### src/rtl/vga_timing_pkg.sv
// Default 640x480@60 raster timing constants shared by the VGA timing generator.
package vga_timing_pkg;

    localparam int POS_W = 10;

    localparam int DEF_H_ACTIVE = 640;
    localparam int DEF_H_FP     = 16;
    localparam int DEF_H_SYNC   = 96;
    localparam int DEF_H_BP     = 48;

    localparam int DEF_V_ACTIVE = 480;
    localparam int DEF_V_FP     = 10;
    localparam int DEF_V_SYNC   = 2;
    localparam int DEF_V_BP     = 33;

    localparam bit DEF_SYNC_POL = 1'b0;

    function automatic int span_total(int active, int fp, int sync_w, int bp);
        return active + fp + sync_w + bp;
    endfunction

    localparam int DEF_H_TOTAL = span_total(DEF_H_ACTIVE, DEF_H_FP, DEF_H_SYNC, DEF_H_BP);
    localparam int DEF_V_TOTAL = span_total(DEF_V_ACTIVE, DEF_V_FP, DEF_V_SYNC, DEF_V_BP);

endpackage

### src/rtl/vga_timing_if.sv
// Raster bundle between the timing generator (master) and pixel-colour logic (slave).
// Carries frame_cnt only when VGA_TIMING_FRAME_CNT_EN is defined.
interface vga_timing_if;
    import vga_timing_pkg::*;

    logic             ena;
    logic [POS_W-1:0] hpos;
    logic [POS_W-1:0] vpos;
    logic             hsync;
    logic             vsync;
    logic             de;
    logic             line_start;
    logic             frame_start;
`ifdef VGA_TIMING_FRAME_CNT_EN
    logic [7:0]       frame_cnt;
`endif

    modport master (
        input  ena,
        output hpos, vpos, hsync, vsync, de, line_start, frame_start
`ifdef VGA_TIMING_FRAME_CNT_EN
        , output frame_cnt
`endif
    );

    modport slave (
        output ena,
        input  hpos, vpos, hsync, vsync, de, line_start, frame_start
`ifdef VGA_TIMING_FRAME_CNT_EN
        , input frame_cnt
`endif
    );

endinterface

### src/rtl/vga_timing_gen_wrap_counter.sv
// Modulo-(MAX+1) counter that resets to MAX so the first increment lands on 0.
// value_d exposes the next state so callers can register decodes in step with value.
module wrap_counter #(
    parameter int WIDTH = 10,
    parameter int MAX   = 799
) (
    input  logic             clk,
    input  logic             rst_n,
    input  logic             inc,
    output logic [WIDTH-1:0] value,
    output logic [WIDTH-1:0] value_d,
    output logic             wrap
);

    localparam logic [WIDTH-1:0] MAX_V = WIDTH'(MAX);

    logic [WIDTH-1:0] value_q;

    always_comb begin
        wrap    = inc && (value_q == MAX_V);
        value_d = value_q;
        if (wrap) begin
            value_d = '0;
        end else if (inc) begin
            value_d = value_q + 1'b1;
        end
    end

    always_ff @(posedge clk or negedge rst_n) begin
        if (!rst_n) begin
            value_q <= MAX_V;
        end else begin
            value_q <= value_d;
        end
    end

    assign value = value_q;

endmodule

### src/rtl/vga_timing_gen.sv
// VGA raster timing generator: position, sync, display-enable and line/frame pulses.
// Optional frame counter output enabled by defining VGA_TIMING_FRAME_CNT_EN.
module vga_timing_gen
    import vga_timing_pkg::*;
#(
    parameter int H_ACTIVE = DEF_H_ACTIVE,
    parameter int H_FP     = DEF_H_FP,
    parameter int H_SYNC   = DEF_H_SYNC,
    parameter int H_BP     = DEF_H_BP,
    parameter int V_ACTIVE = DEF_V_ACTIVE,
    parameter int V_FP     = DEF_V_FP,
    parameter int V_SYNC   = DEF_V_SYNC,
    parameter int V_BP     = DEF_V_BP,
    parameter bit SYNC_POL = DEF_SYNC_POL
) (
    input  logic         clk,
    input  logic         rst_n,
    vga_timing_if.master vga
);

    localparam int H_TOTAL = span_total(H_ACTIVE, H_FP, H_SYNC, H_BP);
    localparam int V_TOTAL = span_total(V_ACTIVE, V_FP, V_SYNC, V_BP);

    if (H_TOTAL > 1024) begin : g_h_total_too_large
        $error("vga_timing_gen: H_TOTAL exceeds 1024");
    end
    if (V_TOTAL > 1024) begin : g_v_total_too_large
        $error("vga_timing_gen: V_TOTAL exceeds 1024");
    end

    localparam logic [POS_W-1:0] H_ACT_V  = POS_W'(H_ACTIVE);
    localparam logic [POS_W-1:0] V_ACT_V  = POS_W'(V_ACTIVE);
    localparam logic [POS_W-1:0] HS_START = POS_W'(H_ACTIVE + H_FP);
    localparam logic [POS_W-1:0] HS_END   = POS_W'(H_ACTIVE + H_FP + H_SYNC);
    localparam logic [POS_W-1:0] VS_START = POS_W'(V_ACTIVE + V_FP);
    localparam logic [POS_W-1:0] VS_END   = POS_W'(V_ACTIVE + V_FP + V_SYNC);

    logic [POS_W-1:0] h_q, h_d, v_q, v_d;
    logic             h_wrap, v_wrap;

    wrap_counter #(.WIDTH(POS_W), .MAX(H_TOTAL - 1)) u_hcnt (
        .clk     (clk),
        .rst_n   (rst_n),
        .inc     (vga.ena),
        .value   (h_q),
        .value_d (h_d),
        .wrap    (h_wrap)
    );

    // Vertical advances only on the horizontal wrap, so v_wrap marks entry into (0,0).
    wrap_counter #(.WIDTH(POS_W), .MAX(V_TOTAL - 1)) u_vcnt (
        .clk     (clk),
        .rst_n   (rst_n),
        .inc     (h_wrap),
        .value   (v_q),
        .value_d (v_d),
        .wrap    (v_wrap)
    );

    logic de_d, de_q;
    logic hsync_d, hsync_q;
    logic vsync_d, vsync_q;
    logic line_start_d, line_start_q;
    logic frame_start_d, frame_start_q;

    // Decoding the next position keeps the registered flags aligned with hpos/vpos.
    always_comb begin
        de_d          = (h_d < H_ACT_V) && (v_d < V_ACT_V);
        hsync_d       = ((h_d >= HS_START) && (h_d < HS_END)) ? SYNC_POL : ~SYNC_POL;
        vsync_d       = ((v_d >= VS_START) && (v_d < VS_END)) ? SYNC_POL : ~SYNC_POL;
        line_start_d  = h_wrap;
        frame_start_d = v_wrap;
    end

    always_ff @(posedge clk or negedge rst_n) begin
        if (!rst_n) begin
            de_q          <= 1'b0;
            hsync_q       <= ~SYNC_POL;
            vsync_q       <= ~SYNC_POL;
            line_start_q  <= 1'b0;
            frame_start_q <= 1'b0;
        end else begin
            de_q          <= de_d;
            hsync_q       <= hsync_d;
            vsync_q       <= vsync_d;
            line_start_q  <= line_start_d;
            frame_start_q <= frame_start_d;
        end
    end

    assign vga.hpos        = h_q;
    assign vga.vpos        = v_q;
    assign vga.de          = de_q;
    assign vga.hsync       = hsync_q;
    assign vga.vsync       = vsync_q;
    assign vga.line_start  = line_start_q;
    assign vga.frame_start = frame_start_q;

`ifdef VGA_TIMING_FRAME_CNT_EN
    logic [7:0] frame_cnt_d, frame_cnt_q;

    always_comb begin
        frame_cnt_d = frame_cnt_q;
        if (frame_start_d) begin
            frame_cnt_d = frame_cnt_q + 8'd1;
        end
    end

    always_ff @(posedge clk or negedge rst_n) begin
        if (!rst_n) begin
            frame_cnt_q <= 8'd0;
        end else begin
            frame_cnt_q <= frame_cnt_d;
        end
    end

    assign vga.frame_cnt = frame_cnt_q;
`endif

endmodule

### src/flat_wrapper.sv
// flat-port wrapper written by rule: the top's interface ports become plain ports
module vga_timing_gen_flat import vga_timing_pkg::*;
#(
    parameter int H_ACTIVE = DEF_H_ACTIVE,
    parameter int H_FP     = DEF_H_FP,
    parameter int H_SYNC   = DEF_H_SYNC,
    parameter int H_BP     = DEF_H_BP,
    parameter int V_ACTIVE = DEF_V_ACTIVE,
    parameter int V_FP     = DEF_V_FP,
    parameter int V_SYNC   = DEF_V_SYNC,
    parameter int V_BP     = DEF_V_BP,
    parameter bit SYNC_POL = DEF_SYNC_POL
)
  (clk, rst_n, vga_ena, vga_hpos, vga_vpos, vga_hsync, vga_vsync, vga_de, vga_line_start, vga_frame_start);
  vga_timing_if vga_i ();
  input  logic clk;
  input  logic rst_n;
  input wire logic [$bits(vga_i.ena)-1:0] vga_ena;
  output wire logic [$bits(vga_i.hpos)-1:0] vga_hpos;
  output wire logic [$bits(vga_i.vpos)-1:0] vga_vpos;
  output wire logic [$bits(vga_i.hsync)-1:0] vga_hsync;
  output wire logic [$bits(vga_i.vsync)-1:0] vga_vsync;
  output wire logic [$bits(vga_i.de)-1:0] vga_de;
  output wire logic [$bits(vga_i.line_start)-1:0] vga_line_start;
  output wire logic [$bits(vga_i.frame_start)-1:0] vga_frame_start;
  assign vga_i.ena = vga_ena;
  assign vga_hpos = vga_i.hpos;
  assign vga_vpos = vga_i.vpos;
  assign vga_hsync = vga_i.hsync;
  assign vga_vsync = vga_i.vsync;
  assign vga_de = vga_i.de;
  assign vga_line_start = vga_i.line_start;
  assign vga_frame_start = vga_i.frame_start;
  vga_timing_gen #(.H_ACTIVE(H_ACTIVE), .H_FP(H_FP), .H_SYNC(H_SYNC), .H_BP(H_BP), .V_ACTIVE(V_ACTIVE), .V_FP(V_FP), .V_SYNC(V_SYNC), .V_BP(V_BP), .SYNC_POL(SYNC_POL)) u_core (.clk(clk), .rst_n(rst_n), .vga(vga_i));
endmodule
### config.mk
export PLATFORM = sky130hd
export DESIGN_NAME = vga_timing_gen_flat
export DESIGN_NICKNAME = d
export VERILOG_FILES = /design/src/rtl/vga_timing_pkg.sv /design/src/rtl/vga_timing_if.sv /design/src/rtl/vga_timing_gen_wrap_counter.sv /design/src/rtl/vga_timing_gen.sv /design/src/flat_wrapper.sv
export SDC_FILE = /design/constraint.sdc
export NUM_CORES = 1
export LEC_CHECK = 0
export CORE_AREA = 2 2 55 62
export DETAILED_ROUTE_END_ITERATION = 12
export DIE_AREA = 0 0 57 64
export PLACE_DENSITY = 0.74
export SYNTH_ARGS = -nofsm -noshare
export SYNTH_HDL_FRONTEND = slang
export SYNTH_SLANG_ARGS = --single-unit
### constraint.sdc
create_clock -name clk -period 2.1 [get_ports clk]
set_input_delay 0.21 -clock clk [delete_from_list [all_inputs] [get_ports clk]]
set_output_delay 0.21 -clock clk [all_outputs]
set_load 0.1 [all_outputs]
==> run summary <==
PLACE
-----------------------------------------------------------------------
GPL Wtd Cong                                                      0.852
Port bufs                                                            27
Placed cell areas                                            1680 sq um
Final HPWL DP                                              2140 microns

ROUTING
-----------------------------------------------------------------------
Via density per instance                                           5.54
DR DRC count                                                          0
Number of nets with antenna violations after routing                  0
Total length of routed wires                               2930 microns
Initial drt markers                                                  67
First-pass DRT Iterations                                             4
Number of vias after detailed routing                              1147
Routed wire length per instance                            14.2 microns

FLOORPLANNING
-----------------------------------------------------------------------
Area of the die                                              3650 sq um
Starting utilization of the core area                             44.3%
Die Y                                                        64 microns
Area of the core region                                      3000 sq um
Die extent in x                                              57 microns
Core Rows                                                            21
# IOs                                                                28

TIMING
-----------------------------------------------------------------------
Worst Max-Slew Pin Slew                                        0.340 ns
Clock period minus worst slack                                  2.06 ns
Setup skew after layout                                      0.00877 ns
Summed negative setup slack over all endpoints                     0 ns
Setup repair after global routing missed its margin                true
Peak Freq                                                       484 MHz
Final count of hold timing violations                                 0
Final Setup Violations                                                0
Worst-case headroom to the max-slew limit                         77.1%
Final slew viol count                                                 0
Period Utilization, post-route                                    98.3%

SETUP PATH
-----------------------------------------------------------------------
Required time at the endpoint of the critical path              2.30 ns
CP max FO                                                             5
Critical-path top delay cell                               sky130_fd_sc_hd__dfstp_4
Longest individual stage delay on the worst path                0.65 ns
Worst EP arrival                                                2.27 ns
Critical path, cell by cell                                ha_4 -> and4_4 -> nand4_4 -> or4_4 -> a22oi_2 -> a211oi_1
Category of the worst setup path launch point                      flop
Nature of the critical path endpoint                               flop
Setup Crit Path Kind                                       flop to flop

CLOCK TREE
-----------------------------------------------------------------------
Total number of H-tree levels                                         1
Clock buffers created by TritonCTS                                    3
Clock Latency Late Sink                                         0.32 ns
CTS tree                                                            yes
Root buf cell                                              sky130_fd_sc_hd__clkbuf_4
# hold bufs at CTS                                                    0
Clock sink count                                                     25
Number of instances resized during post-cts repair                    0
Reg clk slew, reported paths                                    0.14 ns
Max clock buf depth                                                   2

SYNTH
-----------------------------------------------------------------------
Syn_nets                                                            137
Average instance area after synthesis                        10.1 sq um
Yosys warning count                                                   0
Main area contributors after synthesis                     sky130_fd_sc_hd__dfrtp_1, sky130_fd_sc_hd__dfstp_2, sky130_fd_sc_hd__nand2_1, sky130_fd_sc_hd__xnor2_1, sky130_fd_sc_hd__xor2_1
Library cells used by synthesis                                      39
Instance count of the mapped netlist                                131
Top cell type's share of synthesized area                         24.5%
Number of synthesized flops with an enable pin                        0
Proportion of synthesized chip area in sequential cells           48.3%
Predominant post-synthesis flop cell                       sky130_fd_sc_hd__dfrtp_1
Area of the mapped netlist                                   1330 sq um
Synth async-reset ratio                                            100%
Dominant cell type by area after synthesis                 sky130_fd_sc_hd__dfrtp_1
Yosys reg bits                                                       25

FINAL LAYOUT
-----------------------------------------------------------------------
Leading cell types in the layout, fill and taps excluded   sky130_fd_sc_hd__buf_4, sky130_fd_sc_hd__nand2_1, sky130_fd_sc_hd__inv_1
Post-layout nets                                                    180
Share of post-route cells with drive strength above 1             39.9%
Layout overhead on the synthesized area                           31.1%
Post-route design area                                       1740 sq um
Most common cell after layout, fill and taps aside         sky130_fd_sc_hd__buf_4
Antenna cells                                                         0

PWR
-----------------------------------------------------------------------
Worst ir drop on vdd                                            1.08 mV
Clock share of power                                              11.3%
Flop pwr share                                                    38.4%
Static leakage                                                 0.797 nW
Post-route total power                                          1.89 mW
Portion of total power attributed to combinational logic          50.3%
Switching Fraction                                                50.6%
Total power density per cell area                          1090 nW/um^2
Cell internal pwr                                              0.936 mW
Total net switching power                                      0.958 mW

GRT
-----------------------------------------------------------------------
Total congestion overflow                                             0
Via count of the first global-routing pass                         1133
Largest net degree at the start of global routing                    26
Antenna violations before repair                                      0
Global-route wire length before repair                     5220 microns
All-layer global routing usage                                    17.8%

MIN PATH
-----------------------------------------------------------------------
Hold WC Path Type                                          input port to async pin

RUN STATUS
-----------------------------------------------------------------------
Run status                                                 complete, no violations

RUN
-----------------------------------------------------------------------
Max_cap viols                                                         0

-- through the flow --
| stage | hold slack (ns) | setup slack (ns) | util (%) | cells |
|---|---|---|---|---|
| 3_3_place_gp | 0.514 | 0.0411 | 56.1 | 199 |
| 6_report | 0.225 | 0.0357 | 58.1 | 207 |
| 4_1_cts | 0.235 | 0.00960 | 57.9 | 206 |
| 3_5_place_dp | 0.522 | -0.0120 | 56.1 | 199 |
| 5_1_grt | 0.239 | -0.0293 | 58.1 | 207 |
| 2_1_floorplan | -0.0856 | -0.152 | - | 131 |
-- repair_timing --
item,CTS,global route
hold endpoints to repair,0,0
endpoints found under the setup margin,2,2
cloned,1,0
setup buffers,2,1
pin swaps,2,1
-- worst max-delay path: cells and delay by family (launching register included) --
kind | cells | cell delay [ns]
fa+ha+maj | 1 | 0.12
compound gates | 2 | 0.30
flops | 1 | 0.65
simple gates | 3 | 0.87
-- area by class of cell --
type	instances	area, sq um
clock buffer	4	26.3
timing repair buffer	41	313
inverter	9	33.8
tap	34	42.5
sequential	25	663
multi-input combinational	94	662
fill	263	1250
-- synthesized netlist by cell type (3+ instances only) --
| library cell | number |
|---|---|
| sky130_fd_sc_hd__nor4_1 | 3 |
| sky130_fd_sc_hd__dfrtp_1 | 13 |
| sky130_fd_sc_hd__xnor2_1 | 5 |
| sky130_fd_sc_hd__o21ai_0 | 7 |
| sky130_fd_sc_hd__xor2_1 | 5 |
| sky130_fd_sc_hd__buf_2 | 4 |
| sky130_fd_sc_hd__nor3_1 | 5 |
| sky130_fd_sc_hd__nand3_1 | 7 |
| sky130_fd_sc_hd__ha_1 | 3 |
| sky130_fd_sc_hd__nand2_1 | 16 |
| sky130_fd_sc_hd__dfstp_2 | 12 |
| sky130_fd_sc_hd__inv_1 | 9 |
| sky130_fd_sc_hd__nor2_1 | 6 |
| sky130_fd_sc_hd__nand4_1 | 6 |
-- flip-flops by register name, summed over array words and instances (netlist names) --
register                cells
u_core.vga.de               1
u_core.vga.line_start       1
u_core.u_vcnt.value        10
u_core.u_hcnt.value        10
u_core.vga.frame_start      1
u_core.vga.vsync            1
u_core.vga.hsync            1
-- power groups by stage --
stage,logic (mW),clock network [mW],registers [mW]
after global placement,0.933,0,0.728
after global routing,1.00,0.245,0.749
after detailed placement,0.943,0,0.733
final,0.953,0.214,0.727
after CTS,0.946,0.224,0.729
after floorplan,0.172,0,1.29
-- layer usage --
metal,vias to the layer above,global-route usage (%),wire (microns)
met3,4,2.02,129
met1,545,24.1,1360
met4,0,5.23,32
li1,564,-,-
met5,-,0,0
met2,34,29.9,1410
-- cells by family after synthesis --
| kind of cell | count (synthesis) | synth area share (%) |
|---|---|---|
| and+or+nand+nor | 56 | 24.2 |
| adders and majority gates | 3 | 2.83 |
| DFF | 25 | 48.3 |
| xor gates and xnor gates | 10 | 6.60 |
| buffers and inverters | 13 | 4.05 |
| AOI/OAI and AO/OA | 23 | 13.3 |
| muxes | 1 | 0.754 |
-- path summary, 6_finish.rpt --
kind,cells past startpoint,endpoint,slack [ns],start
hold / removal,2,u_core.u_vcnt.value[7],0.23,rst_n
min in group clk,1,u_core.u_vcnt.value[8],0.55,u_core.u_vcnt.value[8]
setup reg to reg,6,u_core.vga.de,0.04,u_core.u_hcnt.value[0]
hold reg to reg,1,u_core.u_vcnt.value[8],0.55,u_core.u_vcnt.value[8]
setup / recovery,6,u_core.vga.de,0.04,u_core.u_hcnt.value[0]
max in group asynchronous,2,u_core.vga.hsync,1.58,rst_n
Note: power is estimated with default switching activity, not from simulation.
